### src/rtl/int_gen_pkg.sv
// Shared constants, FSM state type and byte-lane merge helper for the
// programmable interrupt generator.
package int_gen_pkg;

    localparam logic [1:0] REG_ACK    = 2'd0;
    localparam logic [1:0] REG_CTRL   = 2'd1;
    localparam logic [1:0] REG_PERIOD = 2'd2;
    localparam logic [1:0] REG_COUNT  = 2'd3;

    localparam int CTRL_EN   = 0;
    localparam int CTRL_MODE = 1;

    typedef enum logic [1:0] {
        ST_IDLE  = 2'd0,
        ST_LOAD  = 2'd1,
        ST_COUNT = 2'd2,
        ST_FIRE  = 2'd3
    } state_t;

    // Replace each byte of old_word whose enable bit is set with the new byte.
    function automatic logic [31:0] byte_merge(input logic [31:0] old_word,
                                               input logic [31:0] new_word,
                                               input logic [3:0]  byteen);
        logic [31:0] merged;
        merged = old_word;
        for (int i = 0; i < 4; i++) begin
            if (byteen[i]) begin
                merged[8*i +: 8] = new_word[8*i +: 8];
            end else begin
                merged[8*i +: 8] = old_word[8*i +: 8];
            end
        end
        return merged;
    endfunction

endpackage

### src/rtl/int_generator.sv
// Memory-mapped interrupt source: counts down a programmable period, raises
// interrupt and holds it until the CPU writes the ACK register.
module int_generator
    import int_gen_pkg::*;
#(
    parameter logic [31:0] BASE_ADDR = 32'h0000_7F20
) (
    input  logic        clk,
    input  logic        reset,
    input  logic [31:0] m_int_addr,
    input  logic [3:0]  m_int_byteen,
    input  logic [31:0] wdata,
    output logic [31:0] rdata,
    output logic        interrupt
);

    state_t      state_r;
    state_t      state_nxt_s;
    logic [1:0]  ctrl_r;
    logic [31:0] period_r;
    logic [31:0] count_r;
    logic [31:0] count_nxt_s;
    logic        en_clr_s;

    logic [29:0] word_off_s;
    logic        in_window_s;
    logic [1:0]  reg_sel_s;
    logic        wr_s;
    logic        ack_wr_s;
    logic        ctrl_wr_s;
    logic        period_wr_s;
    logic [31:0] eff_period_s;
    logic        unused_addr_s;

    // Subtracting the base makes the window test work for any word-aligned base.
    assign word_off_s    = m_int_addr[31:2] - BASE_ADDR[31:2];
    assign in_window_s   = (word_off_s < 30'd4);
    assign reg_sel_s     = word_off_s[1:0];
    assign wr_s          = (m_int_byteen != 4'b0000) && in_window_s;
    assign ack_wr_s      = wr_s && (reg_sel_s == REG_ACK);
    assign ctrl_wr_s     = wr_s && (reg_sel_s == REG_CTRL);
    assign period_wr_s   = wr_s && (reg_sel_s == REG_PERIOD);
    assign eff_period_s  = (period_r == 32'd0) ? 32'd1 : period_r;
    assign unused_addr_s = ^m_int_addr[1:0];

    assign interrupt = (state_r == ST_FIRE);

    // Next-state, counter update and one-shot EN clear.
    always_comb begin
        state_nxt_s = state_r;
        count_nxt_s = count_r;
        en_clr_s    = 1'b0;
        case (state_r)
            ST_IDLE: begin
                if (ctrl_r[CTRL_EN]) begin
                    state_nxt_s = ST_LOAD;
                end else begin
                    state_nxt_s = ST_IDLE;
                end
            end
            ST_LOAD: begin
                count_nxt_s = eff_period_s;
                state_nxt_s = ST_COUNT;
            end
            ST_COUNT: begin
                if (!ctrl_r[CTRL_EN]) begin
                    state_nxt_s = ST_IDLE;
                end else if (count_r <= 32'd1) begin
                    state_nxt_s = ST_FIRE;
                end else begin
                    count_nxt_s = count_r - 32'd1;
                end
            end
            ST_FIRE: begin
                if (ack_wr_s) begin
                    if (ctrl_r[CTRL_MODE] && ctrl_r[CTRL_EN]) begin
                        state_nxt_s = ST_LOAD;
                    end else begin
                        state_nxt_s = ST_IDLE;
                        en_clr_s    = 1'b1;
                    end
                end else begin
                    state_nxt_s = ST_FIRE;
                end
            end
            default: begin
                state_nxt_s = ST_IDLE;
            end
        endcase
    end

    // FSM state and down-counter registers.
    always_ff @(posedge clk or negedge reset) begin
        if (!reset) begin
            state_r <= ST_IDLE;
            count_r <= 32'd0;
        end else begin
            state_r <= state_nxt_s;
            count_r <= count_nxt_s;
        end
    end

    // CTRL register; bus writes and the one-shot clear never share a cycle.
    always_ff @(posedge clk or negedge reset) begin
        if (!reset) begin
            ctrl_r <= 2'b00;
        end else if (ctrl_wr_s && m_int_byteen[0]) begin
            ctrl_r <= wdata[1:0];
        end else if (en_clr_s) begin
            ctrl_r[CTRL_EN] <= 1'b0;
        end else begin
            ctrl_r <= ctrl_r;
        end
    end

    // PERIOD register with byte-lane merge; only sampled by LOAD.
    always_ff @(posedge clk or negedge reset) begin
        if (!reset) begin
            period_r <= 32'd0;
        end else if (period_wr_s) begin
            period_r <= byte_merge(period_r, wdata, m_int_byteen);
        end else begin
            period_r <= period_r;
        end
    end

    // Combinational diagnostic read port.
    always_comb begin
        rdata = 32'd0;
        if (in_window_s) begin
            case (reg_sel_s)
                REG_ACK:    rdata = 32'd0;
                REG_CTRL:   rdata = {30'd0, ctrl_r};
                REG_PERIOD: rdata = period_r;
                REG_COUNT:  rdata = count_r;
                default:    rdata = 32'd0;
            endcase
        end else begin
            rdata = 32'd0;
        end
    end

endmodule

### config.mk
export PLATFORM = sky130hd
export DESIGN_NAME = int_generator
export DESIGN_NICKNAME = d
export VERILOG_FILES = /design/src/rtl/int_gen_pkg.sv /design/src/rtl/int_generator.sv
export SDC_FILE = /design/constraint.sdc
export NUM_CORES = 1
export LEC_CHECK = 0
export CORE_UTILIZATION = 45
export DETAILED_ROUTE_END_ITERATION = 16
export PLACE_DENSITY = 0.79
export SYNTH_ARGS = -nofsm -noshare
export SYNTH_HDL_FRONTEND = slang
export SYNTH_SLANG_ARGS = --single-unit
### constraint.sdc
create_clock -name clk -period 4.4 [get_ports clk]
set_input_delay 0.66 -clock clk [delete_from_list [all_inputs] [get_ports clk]]
set_output_delay 0.66 -clock clk [all_outputs]
set_load 0.03 [all_outputs]
## After elaboration in Yosys (flattened, before gate mapping)

Index checks and enable logic that the tools add are counted.

- Bits in registers: 68
- Input port bits: 70
- Output and inout port bits: 33
- Word-level logic and storage cells: 55

- $add $sub $neg: 2
- Magnitude comparators: 2
- Equal/unequal tests: 9
- Mux-type cells: 17
- Reduce and logical (&&, ||, !) cells: 17

Operators by type and width:

| kind | number |
|---|---|
| two-way mux 32 bit | 4 |
| case mux 32 bit (4 select lines) | 1 |
| case mux 32 bit (2 select lines) | 1 |
| less-or-equal comparator 32 x 1 -> 1 bit (second input constant) | 1 |
| logical NOT 32 bit | 1 |
| subtractor 32 x 1 -> 32 bit (second input constant) | 1 |
| less-than comparator 30 x 3 -> 1 bit (second input constant) | 1 |
| subtractor 30 x 13 -> 30 bit (second input constant) | 1 |
| equality test 2 bit (second input constant) | 4 |
| case mux 2 bit (4 select lines) | 1 |
| AND reduction 2 bit | 4 |
| two-way mux 1 bit | 7 |
| logical AND 1 bit | 6 |
| two-way mux 2 bit | 3 |
| equality test 2 x 1 -> 1 bit (second input constant) | 2 |
| logical NOT 2 bit | 2 |
| != test 2 bit (second input constant) | 2 |
| nonzero test 2 bit | 2 |
| nonzero test 4 bit | 1 |
| != test 3 bit (second input constant) | 1 |
| AND reduction 3 bit | 1 |

## Longest topological paths before layout

Gate-level depths: netlist of the first run.

- Depth after elaboration: 8
- Gate-level depth with buffers: 10
- Depth with buffers taken out: 9

## Least setup slack after synthesis of the first run

No wires, ideal clock.

- Kind: input to output
- From: in m_int_addr[15]
- To: out rdata[0]
- Arrival time: 3218 ps
- Data required time: 3740 ps
- Path slack: 522 ps
- Cell stages on the path: 6
- Path buffers: 1
- Cells stage by stage: clkbuf_1 or4_1 o21a_1 a2111o_1 or4_1 nor4_1

- Word-level cells in the longest chain between the ends: 3

Ends and longest elaborated chain:

| what | RTL line | text |
|---|---|---|
| start: declaration | int_generator.sv:10 | `input logic [31:0] m_int_addr,` |
| subtractor 30 x 13 -> 30 bit | int_generator.sv:36 | `assign word_off_s = m_int_addr[31:2] - BASE_ADDR[31:2];` |
| less-than comparator 30 x 3 -> 1 bit | int_generator.sv:37 | `assign in_window_s = (word_off_s < 30'd4);` |
| two-way mux 32 bit | int_generator.sv:130 | `if (in_window_s) begin` |
| end: declaration | int_generator.sv:13 | `output logic [31:0] rdata,` |

Every way passes these cells.

## Worst setup path in the final report of the first run

- From: in m_int_addr[5]
- To: out rdata[25]

Same word-level chain as after synthesis.

==> results of run 1 <==
## power by group through the flow
stage / Clock [mW] / Sequential [mW] / Combinational [mW]
after CTS: 0.593 / 0.643 / 0.353
after detailed placement: 0 / 0.655 / 0.352
after floorplan: 0 / 0.654 / 0.208
after global routing: 0.627 / 0.644 / 0.388
after global placement: 0 / 0.655 / 0.342
final: 0.583 / 0.643 / 0.356
## metal layers
layer | part of all wire [%] | routed length, µm | GRT usage [%] | vias up
met3 | 5.6 | 725 | 4.80 | 28
met2 | 49 | 6310 | 39.4 | 172
met1 | 44 | 5700 | 30.9 | 2194
li1 | - | - | - | 2205
met5 | 0 | 0 | 0 | -
met4 | 2.1 | 271 | 9.66 | 0
## kinds of logic after synthesis
group / Yosys count / synth area share (%)
buf+inv: 44 / 3.47
flops: 68 / 35.8
simple gates: 197 / 23.4
mux: 65 / 15.4
fa+ha+maj: 3 / 0.789
xor+xnor: 3 / 0.552
compound gates: 153 / 20.6
## metrics by stage
step                      hold WS [ns]  power [mW]  instances  utilization, %  worst slack [ns]
after floorplan                  0.364       0.862        533               -             0.522
after global placement           0.502       0.997        746            56.6             0.127
after detailed placement         0.529        1.01        746            56.6            0.0725
after CTS                        0.376        1.59        762            58.8            0.0720
after global routing             0.411        1.66        762            59.0            0.0635
final                            0.366        1.58        762            59.0             0.155
## worst max-delay path: cells and delay by family
family,cells,cell delay [ns]
AOI/OAI and AO/OA,1,0.46
adders and majority gates,1,0.26
and+or+nand+nor,5,1.23
buffers and inverters,4,0.95
## worst max path at each step
stage | start | end | slack, ns | depth (start not counted)
after floorplan | m_int_addr[15] | rdata[0] | 0.52 | 6
after global placement | m_int_addr[5] | rdata[29] | 0.13 | 11
after detailed placement | m_int_addr[5] | rdata[25] | 0.07 | 11
after CTS | m_int_addr[5] | rdata[25] | 0.07 | 11
after global routing | m_int_addr[5] | rdata[27] | 0.06 | 11
final | m_int_addr[5] | rdata[25] | 0.15 | 11
## registers in the layout (all words and copies together), names as in the netlist
name	flops
ctrl_r	2
state_r	2
period_r	32
count_r	32
## cell type report
cell class                 instances  area, µm²  area share [%]
multi-input combinational        421       2930            48.3
sequential                        68       1700            28.1
timing repair buffer             109        991            16.4
tap                              136        170            2.81
clock buffer                      10        138            2.27
clock inverter                     6       87.6            1.45
inverter                          12       45.0           0.743
## cell usage in the layout (no fill, tap or decap), types with 4 or more instances in the layout
cell,instances
nand2_1,21
clkbuf_8,10
nand3_1,18
and3_1,32
mux2_1,4
or4_1,4
nor2_1,40
o31a_1,4
mux2_2,61
a21oi_1,52
nand2b_1,7
nand4_1,6
nor3b_4,4
clkdlybuf4s50_1,66
nor3_1,20
inv_1,12
a22oi_1,10
buf_4,40
o21ai_0,49
nor4_1,22
or3_1,4
nor2b_1,4
dfrtp_1,68
==> impl_results.md, run 1 <==
* Outcome: complete, no violations
* Total number of H-tree levels at 3
* # rows at 37
* Fin. Hold Viols at 0
* Unrepaired setup endpoints after global routing: no
* CP Launch Type: primary input
* Top-area cell type share of the netlist area at 35.8%
* Fin crit share at 96.5%
* Setup TNS Final at 0 ns
* Worst-path fanout max at 30
* Post-synthesis cell type with the largest combined area: dfrtp_1
* Post-CTS Setup Inserts at 0
* Port Buffer Count at 100
* Min Tclk post-route at 4.25 ns
* Async S/R FF share, synth at 100%
* Final Max Tran Viols at 0
* Global-route wire length before repair at 21.2 mm
* Share of cells above drive strength 1 at 21.7%
* Worst skew pair latency at 0.35 ns
* Mapped Nets at 606
* Most numerous cell in the Yosys netlist: dfrtp_1
* Die Width at 105 µm
* R2R cell count at 8
* Area growth syn-to-layout at 27.3%
* Initial antenna violation count at 0
* Flop pwr share at 40.6%
* Main synth FF type: dfrtp_1
* Leak at 2.71 nW
* DR DRC count at 0
* Crit-path slowest cell: clkdlybuf4s50_1
* Worst EP arrival at 3.59 ns
* Clk pwr share at 36.9%
* Worst Path Required at 3.74 ns
* Core area at 0.0103 mm²
* # fillers at 892
* Root Driver: clkbuf_8
* R2r startpoint: count_r[12]
* Setup-failing EPs final at 0
* Initial Util at 46.3%
* Largest net degree at the start of global routing at 42
* Ant diodes at 0
* Top post-synthesis cells by count: 68 x dfrtp_1, 61 x mux2_2, 52 x a21oi_1
* CTS Buffer Depth at 2
* Internal Power at 1.12 mW
* Delay of the slowest critical-path stage at 0.54 ns
* GP Congestion at 0.871
* Die area at 0.0110 mm²
* Sequential-to-total area share from yosys stat at 35.8%
* TritonCTS Buffers at 9
* Yosys warns at 0
* Hold buffer count at cts at 0
* Worst vdd ir at 200 µV
* NumNets Final at 694
* Synthesized cell area at 0.00476 mm²
* Placed Area at 0.00582 mm²
* PostCTS Resize Cnt at 0
* Sw frac at 29.5%
* Clk slew on worst S/H paths at 0.08 ns
* Final antenna-violating net count at 0
* Setup Skew at 0.00800 ns
* TritonRoute pass-1 iters at 5
* DRT Wirelength at 13.0 mm
* Syn Inst Count at 533
* Vias per cell at 6.04
* Worst slew pin tran at 1.16 ns
* Global route overflow at 0
* Vias at 4599
* CP endpoint kind: primary output
* Worst min path class: in -> async
* Vias in the first global route at 4333
* EDFF count, synth at 0
* CTS tree: built
* Rel. slew slack at 22.9%
* Design area at 0.00606 mm²
* Synth Area per Inst at 8.93 µm²
* CTS sink count at 68
* Reg2reg setup slack at 1.13 ns
* Netlist cell types at 55
* Combinational power share at 22.5%
* Dominant cells by area after synthesis: dfrtp_1 36%, mux2_2 14%, a21oi_1 5.5%, o21ai_0 5.2%, and3_1 4.2%
* Max cap viols at 0
* Power per standard cell area at 261 mW/mm²
* Fmax at 0.236 GHz
* Initial DRC count at 314
* Number of synthesized register bits at 68
* Total global-route track usage at 24.0%
* I/O pin cnt at 103
* CP Class: in -> out
* Post-DP HPWL at 9.39 mm
* Critical path cell sequence: clkdlybuf4s50_1 > inv_1 > ha_1 > nor4b_1 > nand2_1 > a2111o_1 > or4_4 > nor3_4 > buf_12 > and3_1 > buf_4
* Die Y at 105 µm
* Reg2reg end: count_r[0]
* WL/cell at 17.1 µm
* NetSw at 0.466 mW
Power figures use the tool's default switching activity.
==> run 2: changes to the inputs <==
CORE_UTILIZATION = 30   (was 45)
PLACE_DENSITY = 0.59   (was 0.79)
REMOVE_ABC_BUFFERS = 1   (was default)
SETUP_SLACK_MARGIN = 0.02   (was default)
==> run 2 against run 1 <==
  * Critical path depth up 1
  * Sequential cell count unchanged
  * Worst hold slack better by 0.15 ns
  * Final area up 5.9%
  * Largest cell class unchanged
  * First-iteration DRC count down 14%
  * Critical path type unchanged
==> impl_results.md, run 2 (synthesized netlist as in run 1, its figures left out) <==
* WL/cell at 17.2 µm
* # fillers at 1548
* Die Y at 128 µm
* Unrepaired setup endpoints after global routing: no
* M3 GR Usage at 4.05%
* Root Driver: clkbuf_16
* Total number of H-tree levels at 3
* Met2 usage at 29.4%
* TritonCTS Buffers at 9
* Outcome: complete, no violations
* # rows at 45
* NumNets Final at 701
* Fmax at 0.230 GHz
* GP Congestion at 0.854
* CTS Buffer Depth at 2
* Setup WS pre-CTS at 0.143 ns
* Worst-path fanout max at 8
* Worst vdd ir at 208 µV
* Non-Filler Instances at 843
* CTS tree: built
* Power per standard cell area at 266 mW/mm²
* Final antenna-violating net count at 0
* Worst Path Required at 3.74 ns
* Initial Util at 31.1%
* Combinational power share at 21.4%
* Worst slew pin tran at 1.05 ns
* CP Class: in -> out
* Area growth syn-to-layout at 34.8%
* Fin. Hold Viols at 0
* Core area at 0.0153 mm²
* Initial antenna violation count at 2
* Vias at 4662
* Total global-route track usage at 17.5%
* Global route overflow at 0
* Global-route wire length before repair at 22.7 mm
* Die area at 0.0164 mm²
* Post-layout total power at 1.70 mW
* Worst min path class: in -> async
* Setup TNS Final at 0 ns
* DR DRC count at 0
* Fin crit share at 98.7%
* Sw frac at 28.2%
* Worst skew pair latency at 0.34 ns
* Die Width at 128 µm
* Rel. slew slack at 29.8%
* Final Max Tran Viols at 0
* Clk pwr share at 40.8%
* Vias in the first global route at 4479
* Internal Power at 1.22 mW
* Share of cells above drive strength 1 at 22.6%
* GR peak layer: met2
* CP endpoint kind: primary output
* Vias per cell at 5.53
* Most frequent cells in the layout: 68 x dfrtp_1, 62 x clkdlybuf4s50_1, 61 x mux2_2, 52 x a21oi_1, 49 x o21ai_0
* Clk slew on worst S/H paths at 0.05 ns
* DRT Wirelength at 14.5 mm
* Flop pwr share at 37.8%
* PnR worst setup slack at 0.0593 ns
* TritonRoute pass-1 iters at 5
* Met1 Use GR at 22.2%
* Post-DP HPWL at 10.2 mm
* Worst EP arrival at 3.68 ns
* Min Tclk post-route at 4.34 ns
* Placed cells at 823
* Leak at 2.85 nW
* Design area at 0.00642 mm²
* Initial DRC count at 270
* NetSw at 0.481 mW
* Most common cell after layout, fill and taps aside: dfrtp_1
* Setup Skew at 0.00369 ns
* Setup-failing EPs final at 0
* Placed Area at 0.00600 mm²
* Hold buffer count at cts at 0
* Ant diodes at 0
* CTS sink count at 68
* Port Buffer Count at 100
* Top flop regs: count_r (32), period_r (32)
* Largest net degree at the start of global routing at 46
* CP Launch Type: primary input
* I/O pin cnt at 103
* Max cap viols at 0
run 2: changes by cell type in the layout (fill, tap and decap cells not counted), moves of 2 or more:
cell,change
clkinvlp_4,-3
buf_12,+7
buf_4,-3
clkbuf_8,-6
dlymetal6s2s_1,+4
clkdlybuf4s50_1,-4
clkbuf_16,+11
bufinv_16,-2
run 2: final timing paths:
path | slack (ns) | startpoint | end | depth (start not counted)
worst max-delay path | 0.06 | m_int_addr[5] | rdata[7] | 12
worst min-delay path | 0.51 | reset | period_r[11] | 1
worst max register to register | 1.12 | count_r[13] | count_r[0] | 8
worst min register to register | 0.54 | period_r[6] | period_r[6] | 1
max in group asynchronous | 2.95 | reset | period_r[28] | 2
min in group clk | 0.54 | period_r[6] | period_r[6] | 1
run 2: final cells by class:
type	count	area [µm²]	share of cell area, %
multi-input combinational	421	2940	45.8
sequential	68	1700	26.5
timing repair buffer	116	1180	18.4
clock buffer	14	284	4.43
tap	211	264	4.11
inverter	12	45.0	0.702
clock inverter	1	5.00	0.0780
run 2: power by group through the flow:
stage	registers (mW)	clock network (mW)	logic (mW)
2_1_floorplan	0.654	0	0.186
3_3_place_gp	0.655	0	0.352
3_5_place_dp	0.656	0	0.363
4_1_cts	0.645	0.709	0.363
5_1_grt	0.645	0.735	0.409
6_report	0.645	0.695	0.365
run 2: metrics by stage:
stage | util, % | hold WS (ns)
2_1_floorplan | - | 0.364
3_3_place_gp | 39.2 | 0.503
3_5_place_dp | 39.2 | 0.532
4_1_cts | 41.1 | 0.543
5_1_grt | 41.9 | 0.563
6_report | 41.9 | 0.513
run 2: what timing repair did:
item                       CTS  global route
resized for setup            0             9
buffers inserted             0             2
setup endpoints to repair    0            30
run 2: metal layers:
layer	up-vias	share of wire (%)	routed length, µm
li1	2227	-	-
met1	2275	45	6590
met2	136	47	6860
met3	22	5.7	829
met4	2	1.6	238
met5	-	0.083	12
run 2: worst max-delay path: stages:
cell             delay (ns)
clkdlybuf4s50_1        0.42
buf_4                  0.15
o311a_4                0.40
and2_1                 0.21
a21oi_1                0.26
o221ai_1               0.18
or4_4                  0.47
nor3_4                 0.28
buf_12                 0.17
clkbuf_16              0.15
and3_1                 0.16
buf_4                  0.16
